`src/rtl/v74x148_irq.sv`:
```
// Clocked 74x148-style priority encoder: requests latch into a pending register and the
// highest-priority one is presented on A_L/GS_L until ACK, followed by a one-cycle gap.
module v74x148_irq #(
  parameter bit EDGE = 1'b1
) (
  input  logic       CLK,
  input  logic       RESET,
  input  logic       EI_L,
  input  logic [7:0] I_L,
  input  logic       ACK,
  output logic [2:0] A_L,
  output logic       GS_L,
  output logic       EO_L
);

  typedef enum logic [1:0] {
    IDLE    = 2'd0,
    PRESENT = 2'd1,
    GAP     = 2'd2
  } state_t;

  state_t     state_q;
  logic [7:0] pend_q, pend_d;
  logic [7:0] prev_q;
  logic [2:0] code_q;
  logic [2:0] a_l_q;
  logic       gs_l_q;
  logic [7:0] set_vec;
  logic [7:0] clr_vec;
  logic       ack_hit;

  function automatic logic [2:0] prio_enc(input logic [7:0] req);
    logic [2:0] idx;
    idx = 3'd0;
    for (int k = 0; k < 8; k++) begin
      if (req[k]) idx = 3'(k);
    end
    return idx;
  endfunction

  // Edge mode only fires on a 1->0 step seen against the previous sample.
  always_comb begin
    if (EDGE) set_vec = prev_q & ~I_L;
    else      set_vec = ~I_L;
  end

  assign ack_hit = (state_q == PRESENT) && ACK;

  always_comb begin
    clr_vec = 8'h00;
    if (ack_hit) clr_vec[code_q] = 1'b1;
    // Set is OR'd last so a simultaneous set on the acknowledged bit wins.
    pend_d = (pend_q & ~clr_vec) | set_vec;
  end

  always_ff @(posedge CLK) begin
    if (RESET) begin
      pend_q <= 8'h00;
      prev_q <= 8'hFF;
    end else begin
      pend_q <= pend_d;
      prev_q <= I_L;
    end
  end

  always_ff @(posedge CLK) begin
    if (RESET) begin
      state_q <= IDLE;
      code_q  <= 3'd0;
      a_l_q   <= 3'b111;
      gs_l_q  <= 1'b1;
    end else begin
      case (state_q)
        IDLE: begin
          if (!EI_L && (pend_q != 8'h00)) begin
            code_q  <= prio_enc(pend_q);
            a_l_q   <= ~prio_enc(pend_q);
            gs_l_q  <= 1'b0;
            state_q <= PRESENT;
          end
        end
        PRESENT: begin
          if (ACK) begin
            a_l_q   <= 3'b111;
            gs_l_q  <= 1'b1;
            state_q <= GAP;
          end
        end
        GAP: begin
          state_q <= IDLE;
        end
        default: begin
          a_l_q   <= 3'b111;
          gs_l_q  <= 1'b1;
          state_q <= IDLE;
        end
      endcase
    end
  end

  assign A_L  = a_l_q;
  assign GS_L = gs_l_q;
  assign EO_L = ~(!EI_L && (pend_q == 8'h00) && (state_q == IDLE));

endmodule
```
`config.mk`:
```
export PLATFORM = sky130hd
export DESIGN_NAME = v74x148_irq
export DESIGN_NICKNAME = d
export VERILOG_FILES = /design/src/rtl/v74x148_irq.sv
export SDC_FILE = /design/constraint.sdc
export NUM_CORES = 1
export LEC_CHECK = 0
export CELL_PAD_IN_SITES_DETAIL_PLACEMENT = 2
export CELL_PAD_IN_SITES_GLOBAL_PLACEMENT = 2
export CORE_MARGIN = 2
export CORE_UTILIZATION = 28
export DETAILED_ROUTE_END_ITERATION = 10
export PLACE_DENSITY = 0.72
export RECOVER_POWER = 25
export SKIP_LAST_GASP = 1
export SLEW_MARGIN = 40
export SYNTH_ARGS = -nofsm -noshare
export SYNTH_HDL_FRONTEND = slang
export SYNTH_SLANG_ARGS = --single-unit
```
`constraint.sdc`:
```
create_clock -name CLK -period 1.3 [get_ports CLK]
set_input_delay 0.195 -clock CLK [delete_from_list [all_inputs] [get_ports CLK]]
set_output_delay 0.195 -clock CLK [all_outputs]
set_load 0.02 [all_outputs]
```
### Word level (Yosys, flattened, before mapping)

Index checks and enable logic that the tools add are counted.

* order comparisons: 2
* equality and inequality tests: 4
* mux-type cells: 22
* bitwise gates (word level): 8
* reduce and logical (&&, ||, !) cells: 12

Operator list (number)
* 2-to-1 mux 3 bit: 11
* AND 8 bit: 2
* inverter 8 bit: 2
* case mux 3 bit (3 select lines): 1
* zero test 8 bit: 1
* 2-to-1 mux 8 bit: 1
* bitwise OR 8 bit: 1
* nonzero test 8 bit: 1
* logical AND 1 bit: 5
* < comparator 3 x 4 -> 1 bit, second input constant: 1
* 2-to-1 mux 1 bit: 4
* 2-to-1 mux 2 bit: 2
* inequality test 2 bit, second input constant: 2
* case mux 2 bit (2 select lines): 1
* AND reduction 2 bit: 2
* demux 1 bit (select 3 bit): 1
* greater-or-equal comparator 3 x 1 -> 1 bit, second input constant: 1
* inverter 3 bit: 1
* case mux 1 bit (3 select lines): 1
* AND reduction 3 bit: 1
* == test 2 x 1 -> 1 bit, second input constant: 1
* == test 2 bit, second input constant: 1
* zero test 2 bit: 1
* inverter 1 bit: 2
* zero test 1 bit: 1

* bits in registers: 25
* input bits: 12
* output and inout port bits: 5
* word-level logic and storage cells: 54

### Longest topological paths before layout

Gate-level depths: netlist of the first run.

* word-level depth: 13
* mapped depth: 4
* gate-level depth less buffers: 4

### Worst setup path before layout of the first run

No wires, ideal clock.

* kind: register to register
* start point: register pend_q[5]
* end point: register a_l_q[1], in the netlist A_L[1]
* library setup time: 0.114 ns
* arrival: 1.267 ns
* path slack: -0.081 ns
* cell stages (with the launch flop): 5
* buffers on the path: 0
* period minus slack after synthesis: 1.381 ns
* cell sequence: dfxtp_1 nor4_4 a21boi_2 or3_1 a21o_1

* longest elaborated chain between the ends: 9

RTL lines
* from (decl): RTL line 23 `logic [7:0] pend_q, pend_d;`
* from (signal assigned): RTL line 61 `pend_q <= pend_d;`
* 2-to-1 mux 3 bit (3 in series): RTL line 36 `if (req[k]) idx = 3'(k);`
* 2-to-1 mux 3 bit: RTL line 75 `if (!EI_L && (pend_q != 8'h00)) begin`
* 2-to-1 mux 3 bit: RTL line 73 `case (state_q)`
* 2-to-1 mux 3 bit: RTL line 67 `if (RESET) begin`
* inverter 3 bit: RTL line 77 `a_l_q <= ~prio_enc(pend_q);`
* 2-to-1 mux 3 bit: RTL line 75
* case mux 3 bit (3 select lines): RTL line 73
* to (signal assigned): RTL line 77
* to (decl): RTL line 26 `logic [2:0] a_l_q;`

Several ways; a longest one is shown, not always the timed one. The select of a mux whose other input is x is not followed.
A chain may end at the register's enable or synchronous reset.

### Worst setup path after layout of the first run

* start point: register pend_q[5]
* end point: output port EO_L

* longest elaborated chain between the ends: 4

RTL lines
* zero test 8 bit: RTL line 103 `assign EO_L = ~(!EI_L && (pend_q == 8'h00) && (state_q == IDLE));`
* logical AND 1 bit (2 in series): RTL line 103
* inverter 1 bit: RTL line 103
* to (decl): RTL line 13 `output logic EO_L`

No other way between the ends.

==> run_results.csv, run 1 <==
group,metric,value,unit
yosys,synth_top_family_by_area,"simple AND/OR/NAND/NOR gates",
power_and_ir_drop,p_comb_share,24.0,%
power_and_ir_drop,seq_power_share,54.5,%
worst_setup_path,path_max_fanout,3,
die,fp.coreArea,3390,um2
die,die_w,63.6,um
final_layout,seq_area,517,um2
worst_setup_path,r2r-start,"pend_q[5]",
yosys,synth_area,996,um2
worst_setup_path,critPathCaptureType,"output pin",
run,maxCapViolCount,0,
final_layout,utilization,43.4,%
clock_tree,clockRootBuffer,"clkbuf_4",
min_path,min_path_cells,2,
yosys,yosysSeqAreaShare,50.3,%
global_route,antenna_found_initial,0,
status,status,"complete, but fails checks",
detailed_routing,ant_nets,0,
clock_tree,clock_path_buffers,2,
worst_setup_path,r2r-end,"A_L[1]",
placement,post-place-ws,-0.373,ns
worst_setup_path,cp-start-kind,"flip-flop",
sta,rsz0062_at_grt,"true",
yosys,syn_area_per_cell,9.76,um2
die,initial_core_util,29.4,%
worst_setup_path,reg2reg_slack,-0.22,ns
worst_setup_path,critPathArrivalTime,1.33,ns
clock_tree,htreeDepth,1,
detailed_routing,wl_per_cell,14.8,um
yosys,synth-compound-area-share,19.3,%
final_layout,final_cell_mix,"dfxtp_1 (16), buf_4 (15), a21oi_1 (11)",
die,ios,17,
worst_setup_path,required,1.11,ns
sta,fmax,655,MHz
sta,period_minus_slack,1.53,ns
worst_setup_path,critical_path_class,"flip-flop to output pin",
final_layout,final_cells,188,
detailed_routing,via_per_inst,4.82,
clock_tree,hold_buffers,0,
global_route,overflow,0,
final_layout,drive_above_1_share,40.1,%
clock_tree,clkSinkCount,25,
power_and_ir_drop,swShare,28.7,%
worst_setup_path,reg2reg_depth,5,
detailed_routing,via_count,907,
die,dieArea,4050,um2
yosys,yosys.area_share.adder,0,%
sta,maxSlewHeadroom,64.3,%
yosys,synth-xor-area-share,0,%
detailed_routing,drc_errors,0,
sta,tightest_slew,0.536,ns
yosys,synth_cells,102,
clock_tree,cts_tree,"yes",
final_layout,mostFrequentLayoutCell,"dfxtp_1",
min_path,min_from,"I_L[4]",
yosys,synthesis.yosys.warnings,0,
power_and_ir_drop,p_int,1.16,mW
yosys,syn_nets,114,
min_path,hold_class,"input port to flip-flop",
sta,finalClockSkew,0.0149,ns
yosys,ys_types,28,
placement,dp_hpwl,2090,um
placement,place_inst,179,
yosys,synthMuxAreaShare,0,%
power_and_ir_drop,switchingPower,465,uW
detailed_routing,firstDrtPassIters,4,
sta,slew_viol_final,0,
status,violations,"setup timing",
sta,worst_slack,-0.227,ns
yosys,synthSimpleGateAreaFrac,29.3,%
power_and_ir_drop,clockPowerShare,21.5,%
final_layout,diodes,0,
final_layout,multiInputGateArea,533,um2
final_layout,nets,155,
sta,setup_violations,9,
global_route,grt_start_max_net_pins,15,
sta,setup_tns,-1.28,ns
min_path,hold_end,"prev_q[4]",
final_layout,num-fill-cells,373,
sta,hold_violations,0,
die,die-height,63.6,um
placement,place.gp.congestion,0.787,
detailed_routing,routed_wl,2790,um
power_and_ir_drop,power.density,1100,nW/um2
clock_tree,insertion_delay,0.32,ns
global_route,grt_use_total,14.9,%
detailed_routing,drt_iter0_markers,48,
global_route,grt_pass1_vias,1033,
final_layout,syn2layout_area_growth,47.9,%
global_route,grt_pass1_wl,4640,um
power_and_ir_drop,peakVddDrop,0.492,mV
yosys,ys_seq_elements,25,
power_and_ir_drop,p_leak,0.565,nW
clock_tree,numCtsBuffers,3,
placement,numPortBuffers,16,
sta,fin_crit_sh,117,%
die,fp-row-count,21,
clock_tree,cts.clk_slew.worst_paths,0.15,ns
per-layer routing:
metal	track usage [%]	up-vias	routed length, um	share of wire (%)
li1	-	440	-	-
met1	16.0	450	1170	42
met2	28.8	15	1500	54
met3	2.86	2	89	3.2
met4	4.89	0	23	0.83
met5	0	-	0	0
critical path, stage by stage (launching register included):
cell and delay [ns]:
dfxtp_2 0.37, nor4_4 0.34, nand3_1 0.13, buf_2 0.17
how the worst max path moves through the flow:
| stage | cells after the start | slack, ns | end | startpoint |
|---|---|---|---|---|
| floorplan | 4 | -0.009 | A_L[1] | pend_q[7] |
| detailed placement | 5 | -0.37 | pend_q[0] | ACK |
| global route | 4 | -0.32 | EO_L | pend_q[7] |
| global placement | 4 | -0.30 | EO_L | EI_L |
| CTS | 3 | -0.22 | EO_L | pend_q[5] |
| finish | 3 | -0.23 | EO_L | pend_q[5] |
power by group through the flow:
stage,logic [mW],clock network [mW],registers (mW)
floorplan,0.153,0,0.908
global placement,0.327,0,0.892
detailed placement,0.341,0,0.897
CTS,0.374,0.375,0.885
global route,0.424,0.408,0.894
finish,0.388,0.349,0.884
through the flow:
stage | hold WS (ns) | cell area [um2] | power, mW
CTS | 0.439 | 1440 | 1.63
detailed placement | 0.447 | 1340 | 1.24
global route | 0.431 | 1470 | 1.73
floorplan | 0.295 | 1000 | 1.06
global placement | 0.432 | 1340 | 1.22
finish | 0.447 | 1470 | 1.62
cells in the mapped netlist, drive strengths merged:
master	instances	share of area, %
a22oi	2	1.5
o21bai	1	0.75
a311oi	1	0.88
a211o	1	0.88
a21oi	12	6.0
clkbuf	2	0.75
nand3	1	0.50
a21o	1	0.75
o31ai	3	2.3
or4	2	2.3
nand3b	1	0.75
nor4	2	4.3
a21boi	1	1.1
inv	1	0.38
o21ai	8	4.4
dfxtp	25	50
or2	10	6.3
o21a	1	0.75
nor2	8	3.0
nor2b	1	0.63
nand2	3	1.1
nand4b	1	0.88
nor3	3	2.6
or3	1	0.63
nand2b	10	6.3
kinds of logic (layout without fill, tap and decap cells):
group,Yosys count,in the layout
buffers and inverters,3,43
DFF,25,25
AOI/OAI and AO/OA,31,31
and+or+nand+nor,43,43
flip-flops by register name, indices dropped and copies added (netlist names):
name,count
A_L,3
pend_q,8
prev_q,8
state_q,2
GS_L,1
code_q,3
final cells by class:
type / count / area share, %
sequential: 25 / 35.1
clock buffer: 3 / 1.53
tap: 46 / 3.91
inverter: 1 / 0.255
multi-input combinational: 74 / 36.2
clock inverter: 1 / 0.340
timing repair buffer: 38 / 22.7
timing repair:
item                       in CTS  in global routing
gates cloned                    0                  0
buffers inserted                4                  1
setup endpoints to repair      15                 13
resized for setup              23                  9
pin swaps                       7                  5
(Power assumes the default switching activity.)
==> run 2: changes to the inputs <==
CORE_ASPECT_RATIO = 0.5   (was unset)
==> run_results.csv, run 2 (synthesis gave the netlist of run 1 again) <==
group,metric,value,unit
sta,setup_violations,9,
final_layout,final_cells,195,
final_layout,mostFrequentLayoutCell,"buf_4",
worst_setup_path,critPathCaptureType,"flip-flop",
final_layout,utilization,45.0,%
worst_setup_path,path_max_fanout,3,
run,maxCapViolCount,0,
clock_tree,htreeDepth,1,
power_and_ir_drop,p_leak,0.593,nW
placement,dp_hpwl,2000,um
status,status,"complete, but fails checks",
sta,fin_crit_sh,117,%
final_layout,reg.largest.list,"pend_q: 8 flops, prev_q: 8 flops",
min_path,hold_class,"flip-flop to flip-flop",
detailed_routing,routed_wl,3290,um
clock_tree,clock_path_buffers,2,
detailed_routing,firstDrtPassIters,2,
sta,slew_viol_final,0,
clock_tree,clkSinkCount,25,
sta,worst_slack,-0.219,ns
detailed_routing,wl_per_cell,16.9,um
global_route,antenna_found_initial,0,
status,violations,"setup timing",
worst_setup_path,critPathArrivalTime,1.73,ns
die,ios,17,
final_layout,final_cell_mix,"buf_4 (19), dfxtp_1 (17), nand2b_1 (10)",
final_layout,drive_above_1_share,43.1,%
worst_setup_path,required,1.51,ns
die,die_w,88.3,um
worst_setup_path,cp-start-kind,"flip-flop",
detailed_routing,drc_errors,0,
die,fp.coreArea,3420,um2
sta,setup_tns,-1.38,ns
detailed_routing,via_per_inst,4.75,
die,fp-row-count,15,
sta,maxSlewHeadroom,65.5,%
final_layout,nets,157,
power_and_ir_drop,peakVddDrop,0.360,mV
clock_tree,insertion_delay,0.27,ns
detailed_routing,drt_iter0_markers,25,
placement,numPortBuffers,16,
worst_setup_path,critical_path_class,"flip-flop to flip-flop",
global_route,grt_pass1_wl,4910,um
final_layout,diodes,0,
placement,place_inst,185,
clock_tree,numCtsBuffers,3,
clock_tree,hold_buffers,0,
detailed_routing,via_count,926,
sta,period_minus_slack,1.52,ns
sta,fin_hold_ws,0.451,ns
die,initial_core_util,29.2,%
global_route,grt_pass1_vias,996,
placement,post-place-ws,-0.344,ns
global_route,grt_start_max_net_pins,26,
clock_tree,cts.clk_slew.worst_paths,0.09,ns
global_route,grt_use_total,16.6,%
placement,place.gp.congestion,0.816,
final_layout,syn2layout_area_growth,54.3,%
sta,finalClockSkew,0.00206,ns
detailed_routing,ant_nets,0,
placement,placedInstanceArea,1370,um2
sta,fmax,658,MHz
clock_tree,clockRootBuffer,"clkbuf_8",
sta,hold_violations,0,
clock_tree,cts_tree,"yes",
global_route,overflow,0,
power_and_ir_drop,power.density,1160,nW/um2
die,dieArea,4080,um2
sta,tightest_slew,0.513,ns
final_layout,fin_area,1540,um2
sta,rsz0062_at_grt,"true",
die,die-height,46.2,um
power_and_ir_drop,finalPower,1.78,mW
-- run 2: cell types whose count changed in the layout (fill, tap and decap cells not counted), moves of 2 or more --
cell / previous run / this run
dfxtp_4: 2 / 4
dfxtp_2: 7 / 4
buf_4: 15 / 19
clkdlybuf4s50_1: 10 / 8
clkbuf_8: 0 / 3
buf_6: 6 / 4
a21oi_1: 11 / 9
a21oi_2: 1 / 3
clkbuf_4: 3 / 0
-- run 2: repair_timing --
action	CTS	global route
gates cloned	0	0
pin swaps	7	5
gates resized for setup	22	15
setup buffers	3	4
endpoints found under the setup margin	15	16
-- run 2: where the power goes --
part | total (mW) | internal, mW | switching [mW]
logic | 0.428 | 0.231 | 0.197
clock network | 0.459 | 0.214 | 0.245
registers | 0.891 | 0.826 | 0.0644
total | 1.78 | 1.27 | 0.506
-- run 2: path summary, 6_finish.rpt --
path         cells past startpoint  slack (ns)   endpoint  startpoint
min                              2        0.45  pend_q[2]   prev_q[2]
max reg2reg                      5       -0.22  code_q[1]   pend_q[6]
max                              5       -0.22  code_q[1]   pend_q[6]
min reg2reg                      2        0.45  pend_q[2]   prev_q[2]
-- run 2: layer usage --
metal	global-route usage [%]	routed length, um
met3	4.12	96
met1	19.4	1400
met4	4.24	35
met5	0	0
met2	31.1	1760
-- run 2: final cells by class --
| class | count | area (um2) |
|---|---|---|
| Tap cell | 51 | 63.8 |
| Sequential cell | 25 | 520 |
| Clock buffer | 3 | 41.3 |
| Clock inverter | 1 | 5.00 |
| Multi-Input combinational cell | 74 | 546 |
| Inverter | 1 | 3.75 |
| Timing Repair Buffer | 40 | 357 |
| Fill cell | 372 | 1880 |
-- run 2: worst max-delay path, cell delays in order (launching register included) --
cell and delay [ns]:
dfxtp_4 0.37, buf_6 0.11, or4_4 0.54, o21ai_4 0.20
nand2_1 0.10, a21oi_2 0.13
==> run 3: changes to the inputs <==
TNS_END_PERCENT = 5   (was unset)
==> run_results.csv, run 3 (synthesis gave the netlist of run 1 again) <==
group,metric,value,unit
power_and_ir_drop,clockPowerShare,26.7,%
final_layout,nets,152,
detailed_routing,drt_iter0_markers,18,
final_layout,syn2layout_area_growth,45.9,%
power_and_ir_drop,swShare,27.4,%
detailed_routing,via_count,886,
detailed_routing,ant_nets,0,
placement,place.gp.congestion,0.816,
final_layout,multiInputGateArea,509,um2
sta,worst_slack,-0.209,ns
worst_setup_path,critPathArrivalTime,1.72,ns
die,dieArea,4080,um2
final_layout,drive_above_1_share,34.5,%
global_route,overflow,0,
worst_setup_path,critPathCaptureType,"flip-flop",
die,die_w,88.3,um
min_path,min_path_cells,2,
power_and_ir_drop,peakVddDrop,0.358,mV
die,ios,17,
detailed_routing,via_per_inst,4.66,
worst_setup_path,r2r-end,"code_q[1]",
final_layout,diodes,0,
power_and_ir_drop,switchingPower,472,uW
worst_setup_path,critical_path_class,"flip-flop to flip-flop",
detailed_routing,drc_errors,0,
status,violations,"setup timing",
sta,period_minus_slack,1.51,ns
global_route,grt_pass1_wl,4430,um
sta,setup_violations,16,
sta,tightest_slew,0.455,ns
clock_tree,clock_path_buffers,2,
min_path,min_from,"prev_q[2]",
worst_setup_path,reg2reg_slack,-0.21,ns
clock_tree,hold_buffers,0,
worst_setup_path,cp-start-kind,"flip-flop",
sta,fmax,663,MHz
clock_tree,cts_tree,"yes",
die,fp.coreArea,3420,um2
power_and_ir_drop,seq_power_share,51.4,%
placement,place_inst,185,
worst_setup_path,required,1.51,ns
worst_setup_path,path_max_fanout,3,
global_route,grt_pass1_vias,871,
placement,post-place-ws,-0.344,ns
detailed_routing,wl_per_cell,15.0,um
final_layout,seq_area,512,um2
detailed_routing,firstDrtPassIters,4,
clock_tree,clockRootBuffer,"clkbuf_8",
final_layout,final_cells,190,
run,maxCapViolCount,0,
final_layout,final_cell_mix,"dfxtp_1 (20), clkdlybuf4s50_1 (15), buf_4 (15)",
global_route,grt_use_total,15.0,%
placement,numPortBuffers,16,
global_route,grt_start_max_net_pins,26,
worst_setup_path,r2r-start,"pend_q[6]",
clock_tree,insertion_delay,0.27,ns
placement,dp_hpwl,2000,um
sta,slew_viol_final,0,
die,initial_core_util,29.2,%
global_route,antenna_found_initial,0,
power_and_ir_drop,p_leak,0.558,nW
sta,hold_violations,0,
clock_tree,htreeDepth,1,
sta,rsz0062_at_grt,"true",
power_and_ir_drop,p_comb_share,22.0,%
clock_tree,clkSinkCount,25,
status,status,"complete, but fails checks",
power_and_ir_drop,power.density,1190,nW/um2
detailed_routing,routed_wl,2840,um
sta,maxSlewHeadroom,69.4,%
min_path,hold_end,"pend_q[2]",
final_layout,mostFrequentLayoutCell,"dfxtp_1",
sta,fin_crit_sh,116,%
final_layout,num-fill-cells,372,
sta,fin_hold_ws,0.450,ns
worst_setup_path,reg2reg_depth,5,
min_path,hold_class,"flip-flop to flip-flop",
sta,finalClockSkew,0.00370,ns
clock_tree,cts.clk_slew.worst_paths,0.09,ns
final_layout,reg.largest.list,"pend_q: 8 flops, prev_q: 8 flops",
die,fp-row-count,15,
die,die-height,46.2,um
clock_tree,numCtsBuffers,3,
power_and_ir_drop,p_int,1.25,mW
run 3: cell types whose count changed in the layout (fill, tap and decap cells not counted), sizes merged:
cell,before,now
dlygate4sd3,2,0
clkbuf,3,4
dlygate4sd2,5,0
buf,25,19
clkdlybuf4s50,8,15
run 3: worst max-delay path, cell delays in order, from the launching register on:
cell and delay [ns]:
dfxtp_4 0.37, buf_6 0.12, or4_4 0.54, o21ai_4 0.19, nand2_1 0.09, a21oi_2 0.13
run 3: how the worst max path moves through the flow:
stage               startpoint  slack (ns)        end
finish               pend_q[6]       -0.21  code_q[1]
global route         pend_q[6]       -0.26  code_q[1]
CTS                  pend_q[6]       -0.23     A_L[0]
detailed placement        EI_L       -0.34     A_L[1]
global placement          EI_L       -0.34     A_L[1]
floorplan            pend_q[7]      -0.009     A_L[1]
run 3: final cells by class:
type,instances,share of cell area [%]
inverter,1,0.258
sequential,25,35.2
clock buffer,3,2.84
multi-input combinational,74,35.1
timing repair buffer,35,21.9
clock inverter,1,0.345
tap,51,4.39
run 3: power by group through the flow:
stage          logic (mW)  registers [mW]  clock network, mW
2_1_floorplan       0.153           0.908                  0
3_3_place_gp        0.334           0.898                  0
3_5_place_dp        0.349           0.902                  0
4_1_cts             0.370           0.885              0.474
5_1_grt             0.414           0.894              0.516
6_report            0.378           0.885              0.460
run 3: repair_timing:
| item | in CTS | in global routing |
|---|---|---|
| resized for setup | 10 | 3 |
| endpoints found under the setup margin | 15 | 21 |
| pin swaps | 4 | 1 |
| buffers inserted | 1 | 0 |
run 3: routing by layer:
| metal | routed length (um) | global-route usage [%] | share of wire [%] | up-vias |
|---|---|---|---|---|
| li1 | - | - | - | 436 |
| met1 | 1340 | 18.9 | 47 | 431 |
| met2 | 1390 | 26.0 | 49 | 14 |
| met3 | 83 | 4.30 | 2.9 | 5 |
| met4 | 34 | 3.64 | 1.2 | 0 |
| met5 | 0 | 0 | 0 | - |
run 3: metrics by stage:
stage	util, %	TNS (ns)	power, mW	cell area [um2]
after floorplan	-	-0.0108	1.06	1000
after global placement	40.1	-3.52	1.23	1370
after detailed placement	40.1	-3.79	1.25	1370
after CTS	42.4	-2.03	1.73	1450
after global routing	42.5	-2.86	1.82	1450
final	42.5	-1.74	1.72	1450
